### src/rtl/nn_fixed_pkg.sv
// Shared fixed-point constants for the accumulator and the fixed-to-float stage that follows it.
package nn_fixed_pkg;

  // Accumulator width. The downstream converter input width must match it.
  localparam int ACC_WIDTH = 43;

  // Symmetric saturation bounds. The most-negative code is excluded so that the
  // sign/magnitude conversion downstream never has to represent +2^42.
  localparam logic signed [ACC_WIDTH-1:0] ACC_MAX     = {1'b0, {(ACC_WIDTH-1){1'b1}}};
  localparam logic signed [ACC_WIDTH-1:0] ACC_MIN_SYM = -ACC_MAX;

  // Depth of the free-running fixed-to-float pipeline. Consumers delay
  // out_valid by this many cycles to stay aligned with its results.
  localparam int F2F_LATENCY = 6;

endpackage

### src/rtl/fixed_accumulator_if.sv
// Term/result bus between the product source, the accumulator and its consumer.
interface fixed_accumulator_if #(
  parameter int IN_WIDTH  = 32,
  parameter int ACC_WIDTH = nn_fixed_pkg::ACC_WIDTH
);
  logic                        in_valid;
  logic signed [IN_WIDTH-1:0]  in_data;
  logic                        in_last;
  logic signed [ACC_WIDTH-1:0] bias_in;
  logic                        flush;
  logic signed [ACC_WIDTH-1:0] fixed_out;
  logic                        out_valid;
  logic                        sat_flag;
  logic                        busy;

  // The term source drives the inputs and observes the results.
  modport master (
    output in_valid, in_data, in_last, bias_in, flush,
    input  fixed_out, out_valid, sat_flag, busy
  );

  // The accumulator consumes the terms and produces the results.
  modport slave (
    input  in_valid, in_data, in_last, bias_in, flush,
    output fixed_out, out_valid, sat_flag, busy
  );
endinterface

### src/rtl/fixed_sat_adder.sv
// Combinational signed adder with symmetric saturation to [-(2^(W-1)-1), 2^(W-1)-1].
module fixed_sat_adder
  import nn_fixed_pkg::*;
#(
  parameter int W = ACC_WIDTH
) (
  input  logic signed [W-1:0] a,
  input  logic signed [W-1:0] b,
  output logic signed [W-1:0] sum,
  output logic                ovf
);

  localparam logic signed [W:0]   MAX_WIDE = {2'b00, {(W-1){1'b1}}};
  localparam logic signed [W:0]   MIN_WIDE = -MAX_WIDE;
  localparam logic signed [W-1:0] MAX_SAT  = {1'b0, {(W-1){1'b1}}};
  localparam logic signed [W-1:0] MIN_SAT  = -MAX_SAT;

  logic signed [W:0] wide_sum;

  // One extra bit holds any true sum; the most-negative code also clamps and counts as overflow.
  always_comb begin
    wide_sum = $signed({a[W-1], a}) + $signed({b[W-1], b});
    sum      = wide_sum[W-1:0];
    ovf      = 1'b0;
    if (wide_sum > MAX_WIDE) begin
      sum = MAX_SAT;
      ovf = 1'b1;
    end else if (wide_sum < MIN_WIDE) begin
      sum = MIN_SAT;
      ovf = 1'b1;
    end
  end

endmodule

### src/rtl/fixed_accumulator.sv
// Two-stage signed group accumulator: input register, then bias/accumulate with saturation.
module fixed_accumulator
  import nn_fixed_pkg::*;
#(
  parameter int IN_WIDTH  = 32,
  parameter int ACC_WIDTH = nn_fixed_pkg::ACC_WIDTH
) (
  input logic               clk,
  input logic               reset_n,
  fixed_accumulator_if.slave bus
);

  // Stage 0 registers
  logic                        s0_valid_reg;
  logic signed [ACC_WIDTH-1:0] s0_data_reg;
  logic                        s0_last_reg;
  logic                        s0_first_reg;
  logic signed [ACC_WIDTH-1:0] s0_bias_reg;
  logic                        first_reg;

  // Stage 1 registers
  logic signed [ACC_WIDTH-1:0] acc_reg;
  logic                        sticky_reg;
  logic signed [ACC_WIDTH-1:0] fixed_out_reg;
  logic                        sat_flag_reg;
  logic                        out_valid_reg;

  logic signed [ACC_WIDTH-1:0] base_next;
  logic signed [ACC_WIDTH-1:0] sum_next;
  logic                        ovf_next;
  logic                        sticky_next;
  logic                        s1_fire;

  // Stage 0: capture accepted terms; flush wipes the pipeline entry and re-arms first.
  always_ff @(posedge clk or negedge reset_n) begin
    if (!reset_n) begin
      s0_valid_reg <= 1'b0;
      s0_data_reg  <= '0;
      s0_last_reg  <= 1'b0;
      s0_first_reg <= 1'b0;
      s0_bias_reg  <= '0;
      first_reg    <= 1'b1;
    end else if (bus.flush) begin
      s0_valid_reg <= 1'b0;
      first_reg    <= 1'b1;
    end else begin
      s0_valid_reg <= bus.in_valid;
      if (bus.in_valid) begin
        s0_data_reg  <= {{(ACC_WIDTH-IN_WIDTH){bus.in_data[IN_WIDTH-1]}}, bus.in_data};
        s0_last_reg  <= bus.in_last;
        s0_first_reg <= first_reg;
        s0_bias_reg  <= bus.bias_in;
        first_reg    <= bus.in_last;
      end
    end
  end

  // A term sitting in stage 0 at a flush edge is discarded along with its group.
  assign s1_fire     = s0_valid_reg & ~bus.flush;
  assign base_next   = s0_first_reg ? s0_bias_reg : acc_reg;
  assign sticky_next = (s0_first_reg ? 1'b0 : sticky_reg) | ovf_next;

  fixed_sat_adder #(
    .W (ACC_WIDTH)
  ) u_sat_adder (
    .a   (base_next),
    .b   (s0_data_reg),
    .sum (sum_next),
    .ovf (ovf_next)
  );

  // Stage 1: accumulate, track sticky saturation, publish the result on the last term.
  always_ff @(posedge clk or negedge reset_n) begin
    if (!reset_n) begin
      acc_reg       <= '0;
      sticky_reg    <= 1'b0;
      fixed_out_reg <= '0;
      sat_flag_reg  <= 1'b0;
      out_valid_reg <= 1'b0;
    end else begin
      out_valid_reg <= 1'b0;
      if (bus.flush) begin
        sticky_reg <= 1'b0;
      end else if (s1_fire) begin
        acc_reg    <= sum_next;
        sticky_reg <= sticky_next;
        if (s0_last_reg) begin
          fixed_out_reg <= sum_next;
          sat_flag_reg  <= sticky_next;
          out_valid_reg <= 1'b1;
        end
      end
    end
  end

  assign bus.fixed_out = fixed_out_reg;
  assign bus.sat_flag  = sat_flag_reg;
  assign bus.out_valid = out_valid_reg;
  assign bus.busy      = ~first_reg | s0_valid_reg;

endmodule

### src/flat_wrapper.sv
// flat-port wrapper written by rule: the top's interface ports become plain ports
module fixed_accumulator_flat import nn_fixed_pkg::*;
#(
  parameter int IN_WIDTH  = 32,
  parameter int ACC_WIDTH = nn_fixed_pkg::ACC_WIDTH
)
  (clk, reset_n, bus_in_valid, bus_in_data, bus_in_last, bus_bias_in, bus_flush, bus_fixed_out, bus_out_valid, bus_sat_flag, bus_busy);
  fixed_accumulator_if #(.IN_WIDTH(IN_WIDTH), .ACC_WIDTH(ACC_WIDTH)) bus_i ();
  input logic clk;
  input logic reset_n;
  input wire logic [$bits(bus_i.in_valid)-1:0] bus_in_valid;
  input wire logic [$bits(bus_i.in_data)-1:0] bus_in_data;
  input wire logic [$bits(bus_i.in_last)-1:0] bus_in_last;
  input wire logic [$bits(bus_i.bias_in)-1:0] bus_bias_in;
  input wire logic [$bits(bus_i.flush)-1:0] bus_flush;
  output wire logic [$bits(bus_i.fixed_out)-1:0] bus_fixed_out;
  output wire logic [$bits(bus_i.out_valid)-1:0] bus_out_valid;
  output wire logic [$bits(bus_i.sat_flag)-1:0] bus_sat_flag;
  output wire logic [$bits(bus_i.busy)-1:0] bus_busy;
  assign bus_i.in_valid = bus_in_valid;
  assign bus_i.in_data = bus_in_data;
  assign bus_i.in_last = bus_in_last;
  assign bus_i.bias_in = bus_bias_in;
  assign bus_i.flush = bus_flush;
  assign bus_fixed_out = bus_i.fixed_out;
  assign bus_out_valid = bus_i.out_valid;
  assign bus_sat_flag = bus_i.sat_flag;
  assign bus_busy = bus_i.busy;
  fixed_accumulator #(.IN_WIDTH(IN_WIDTH), .ACC_WIDTH(ACC_WIDTH)) u_core (.clk(clk), .reset_n(reset_n), .bus(bus_i));
endmodule
### config.mk
export PLATFORM = sky130hd
export DESIGN_NAME = fixed_accumulator_flat
export DESIGN_NICKNAME = d
export VERILOG_FILES = /design/src/rtl/nn_fixed_pkg.sv /design/src/rtl/fixed_accumulator_if.sv /design/src/rtl/fixed_sat_adder.sv /design/src/rtl/fixed_accumulator.sv /design/src/flat_wrapper.sv
export SDC_FILE = /design/constraint.sdc
export NUM_CORES = 1
export LEC_CHECK = 0
export ABC_AREA = 0
export ABC_CLOCK_PERIOD_IN_PS = 4750
export CAP_MARGIN = 25
export CORE_MARGIN = 4
export CORE_UTILIZATION = 40
export CTS_CLUSTER_DIAMETER = 40
export DETAILED_ROUTE_END_ITERATION = 6
export PLACE_DENSITY = 0.67
export SYNTH_ARGS = -nofsm -noshare
export SYNTH_HDL_FRONTEND = slang
export SYNTH_SLANG_ARGS = --single-unit
### constraint.sdc
create_clock -name clk -period 4.75 [get_ports clk]
set_input_delay 0.475 -clock clk [delete_from_list [all_inputs] [get_ports clk]]
set_output_delay 0.475 -clock clk [all_outputs]
set_load 0.005 [all_outputs]
Yosys cells after proc, flatten, opt, wreduce, memory -nomap -nowiden
Cells that the tools add are included.
- input bits: 80
- word-level logic and storage cells: 38
- bits in registers: 168
- reduce and logical (&&, ||, !) cells: 5
- add/subtract/negate cells: 1
- $lt $le $gt $ge: 2
- multiplexer cells: 14
- bitwise logic cells: 5
- operator list (kind ; count):
    $mux 43 ; 3
    $add 43x32->44 ; 1
    $gt 44x43->1 const B ; 1
    $lt 44x43->1 const B ; 1
    $mux 1 ; 11
    $reduce_and 2->1 ; 2
    $reduce_bool 2->1 ; 2
    $reduce_and 3->1 ; 1
    $not 1->1 ; 2
    $or 1x1->1 ; 2
    $and 1x1->1 ; 1

Depth between registers and ports, before layout
- word-level depth: 8
- gate-level depth with buffers: 17

Cells and area by module
From an unflattened synthesis, not the netlist that was laid out.
- cell total of the unflattened synthesis: 957
- area total of the unflattened synthesis: 10408.7 µm²
- by module, submodules not included (module ; sequential area each (µm²) ; cells an instance ; instances ; area each (µm²)):
    fixed_accumulator ; 4205.3 ; 413 ; 1 ; 6821.5
    fixed_sat_adder ; 0.0 ; 544 ; 1 ; 3587.2

Least setup slack after synthesis
Ideal clock, no wire load.
- kind: reg2reg
- start point: register u_core.s0_first_reg
- end point: register u_core.fixed_out_reg[35], in the netlist u_core.bus.fixed_out[35]
- setup slack: 0.255 ns
- stages on the path, launching flop included: 17
- buffers on the path: 3
- required time: 4.620 ns
- arrival: 4.365 ns
- cell sequence: dfrtp_1 -> clkbuf_1 -> buf_1 -> mux2_2 -> ha_1 -> fa_1 -> a21o_1 -> nand4_1 -> a21oi_1 -> or3_1 -> a2111o_1 -> or4b_1 -> nor4b_2 -> nand4_1 -> nor3_2 -> buf_2 -> o21ai_0
- longest elaborated chain between the ends: 5
- elaborated cells on any way between the ends: 6
- those cells by class: 1 x add/sub; 2 x order compare; 3 x mux
- ends and longest elaborated chain (what ; RTL line ; RTL):
    start, declared ; fixed_accumulator.sv:17 ; logic s0_first_reg;
    start signal, assigned ; fixed_accumulator.sv:51 ; s0_first_reg <= first_reg;
    $mux 43 (*) ; fixed_accumulator.sv:60 ; assign base_next = s0_first_reg ? s0_bias_reg : acc_reg;
    $add 43x32->44 (*) ; fixed_sat_adder.sv:22 ; wide_sum = $signed({a[W-1], a}) + $signed({b[W-1], b});
    $lt 44x43->1 ; fixed_sat_adder.sv:28 ; end else if (wide_sum < MIN_WIDE) begin
    $mux 43 ; fixed_sat_adder.sv:28 ;
    $mux 43 (*) ; fixed_sat_adder.sv:25 ; if (wide_sum > MAX_WIDE) begin
    end signal, assigned ; fixed_accumulator.sv:88 ; fixed_out_reg <= sum_next;
    end, declared ; fixed_accumulator.sv:24 ; logic signed [ACC_WIDTH-1:0] fixed_out_reg;
Mark *: on every way between the ends. The rest lies on a longest branch, timed or not.
A chain may end at the register's enable or synchronous reset.

Final worst setup path
- start point: register u_core.s0_first_reg
- end point: register u_core.fixed_out_reg[10], in the netlist u_core.bus.fixed_out[10]
The elaborated chain is that of the path after synthesis.

==> metrics.txt <==
1st-iter DRT viols=between 600 and 700; setup ws final=0.258 ns; met2 global-route usage=0.356; worst hold margin=roughly 0.44 ns; unrepaired setup endpoints after global routing=false; minimum clock period=about 4.5 ns; Die X=171 µm; Fin Setup TNS=0 ns; crit path cell chain=buf_4, mux2_2, fa_1, a21o_1, a21oi_1, xor2_1, nand3_1, a2111o_1, or4b_1, nor4b_2, nand4_1, nor3_2, buf_12, o21ai_0; GPL Wtd Cong=between 0.9 and 1; final critical-path share of the clock period=0.946; # H-tree levels=4; clock slew at reported path FFs=about 0.07 ns; post-DP HPWL=roughly 24000 µm; Mapped Avg Cell Area=9.53 µm²; Residual DRC=0; worst path arrival time=4.80 ns; Combinational Power Share=0.561; met3 Track Usage GR=0.0335; DRT Pass-1 Iters=7; Cells after Synth=approximately 1100; Max-slew headroom=0.320; busiest grt layer=met2; Max-Cap Viols=0; Port Buffer Count=about 130; outcome=finished clean; Core Area=roughly 26000 µm²; Hold Vio Cnt, Final=0; clock buffer depth=2; top_reg_cell synth=dfrtp_1; Pwr Total=roughly 8400 µW; Final setup viols=0; first-pass GRT wire length=50500 µm; Layout area overhead=22.8%; Internal=~4600 µW; Net Count, Synth=between 1000 and 1500; CP bufs+invs=2; number of buffers created by CTS=17; via count=roughly 9000; Final ANT Viol Nets=0; post-DR vias/cell=approximately 5.9; Die H=~170 µm; clock power share=0.168; commonest non-fill, non-tap cells in the layout=dfrtp_1, clkdlybuf4s50_1, mux2_2, o21ai_0, nand2_1; vias in the first global route=8953; Post-synth EDFFs=0; All-Layer GR Usage=0.220; Flop pwr share=0.271; pin count of the biggest net entering global routing=about 100; total wire length=between 30000 and 40000 µm; Worst path slowest cell=or4b_1; CP top delay family=simple AND/OR/NAND/NOR gates; maximum fanout along the worst path=20; I/O pin total=roughly 130; Rows=between 50 and 60; max-slew violations=0; # diodes=0; register area share after synthesis=0.397; FFs w/ async S/R, synth=1.00; worst min path class=in -> async; most common cell after layout, fill and taps aside=dfrtp_1; Crit Path Class=reg -> reg; Mapped Area=about 11000 µm²; Cell Pwr Density=643 nW/µm²; maximum VDD drop=roughly 0.0004 V; Clk Latency, worst-skew pair=between 0.4 and 0.5 ns; CTS Sinks=168; slowest cell delay on critical path=approximately 0.56 ns; Synthesis Warnings=0; Sw Ratio=0.454; Fmax=223 MHz; Initial Util=0.407; CTS tree=built; clock root buffer=clkbuf_16; global route overflow=0; Routed WL per cell=20.5 µm; Leakage=roughly 0.0053 µW; crit end category=flip-flop; post-synth cell types=70; nets=roughly 1300; Clock Skews=about 0.018 ns; pre-CTS setup slack=0.0923 ns; required time worst endpoint=between 5 and 6 ns; FF+latch count, synth=roughly 170; Startpoint Class=flip-flop; P_sw=3800 µW; die area=29200 µm²; layout cells sized above 1=0.181; fin util=0.500; initial antenna violation count=0; met1 Resource Use GR=0.304; Worst Tran Pin Value=1.02 ns
synthesized netlist by cell type (all sizes together), types with 3 or more instances:
cell type | count | area share
nor2b | 6 | 0.0035
mux2i | 13 | 0.012
nand3b | 3 | 0.0021
nand2b | 5 | 0.0030
nor3 | 21 | 0.011
a31oi | 9 | 0.0053
mux2 | 123 | 0.13
and4 | 5 | 0.0041
o31ai | 27 | 0.019
xnor2 | 17 | 0.014
buf | 15 | 0.0063
o21a | 13 | 0.0092
o211ai | 19 | 0.013
and2 | 3 | 0.0018
o21ai | 117 | 0.055
nor4b | 3 | 0.0031
a21oi | 72 | 0.034
o21bai | 7 | 0.0050
ha | 43 | 0.051
o2111ai | 3 | 0.0025
a21o | 17 | 0.012
a21boi | 13 | 0.0092
nand4 | 23 | 0.014
nor4 | 3 | 0.0018
or3 | 7 | 0.0041
a31o | 5 | 0.0041
nand2 | 92 | 0.033
a22oi | 17 | 0.012
inv | 12 | 0.0042
dfrtp | 167 | 0.39
a211oi | 20 | 0.014
and3 | 4 | 0.0024
clkbuf | 65 | 0.023
a221oi | 4 | 0.0033
maj3 | 5 | 0.0047
xor2 | 20 | 0.017
nor2 | 61 | 0.022
nand3 | 20 | 0.0094
per-layer routing:
| layer | vias up | wire [µm] |
|---|---|---|
| met5 | - | 0 |
| met4 | 0 | 963 |
| met3 | 59 | 1600 |
| met2 | 282 | 15300 |
| met1 | 4481 | 14400 |
| li1 | 4367 | - |
power groups by stage:
| stage | logic (µW) | registers [µW] | clock network [µW] |
|---|---|---|---|
| 2_1_floorplan | 2870 | 2130 | 0 |
| 3_3_place_gp | 4560 | 2290 | 0 |
| 3_5_place_dp | 4600 | 2290 | 0 |
| 4_1_cts | 4630 | 2270 | 1440 |
| 5_1_grt | 5110 | 2310 | 1500 |
| 6_report | 4700 | 2270 | 1410 |
path summary, 6_finish.rpt:
check,cells after the start,slack [ns],start,to
worst max-delay path,14,0.26,u_core.s0_first_reg$_DFFE_PN0P_,u_core.bus.fixed_out[10]$_DFFE_PN0P_
worst min register to register,2,0.48,u_core.bus.fixed_out[38]$_DFFE_PN0P_,u_core.bus.fixed_out[38]$_DFFE_PN0P_
worst max register to register,14,0.26,u_core.s0_first_reg$_DFFE_PN0P_,u_core.bus.fixed_out[10]$_DFFE_PN0P_
max in group asynchronous,4,3.30,reset_n,u_core.s0_first_reg$_DFFE_PN0P_
worst min-delay path,2,0.44,reset_n,u_core.s0_bias_reg[27]$_DFFE_PN0P_
min in group clk,2,0.48,u_core.bus.fixed_out[38]$_DFFE_PN0P_,u_core.bus.fixed_out[38]$_DFFE_PN0P_
cell type report:
cell class / instances / area (µm²)
Multi-Input combinational cell: 852 / 6090
Sequential cell: 168 / 4210
Clock inverter: 15 / 159
Clock buffer: 17 / 425
Timing Repair Buffer: 170 / 1670
Inverter: 13 / 48.8
Fill cell: 2438 / 13000
Tap cell: 335 / 419
repair_timing:
item                                    in CTS  in global routing
buffers inserted                             0                  0
hold endpoints to repair                     0                 18
hold buffers                                 0                  1
resized for setup                            0                  6
endpoints found under the setup margin       0                 36
kinds of logic after synthesis:
family | Yosys count | share of synthesized area
AO/OA/AOI/OAI | 364 | 0.217
flip-flops | 168 | 0.397
adder cells (fa/ha/maj) | 49 | 0.0574
multiplexers | 136 | 0.143
XOR/XNOR | 37 | 0.0306
buffers and inverters | 93 | 0.0339
AND/OR/NAND/NOR | 266 | 0.122
through the flow:
| step | std cells | area (µm²) |
|---|---|---|
| 2_1_floorplan | 1113 | 10600 |
| 3_5_place_dp | 1535 | 12400 |
| 6_report | 1570 | 13000 |
| 3_3_place_gp | 1535 | 12400 |
| 5_1_grt | 1570 | 13000 |
| 4_1_cts | 1567 | 12900 |
Note: power is estimated with default switching activity, not from simulation.
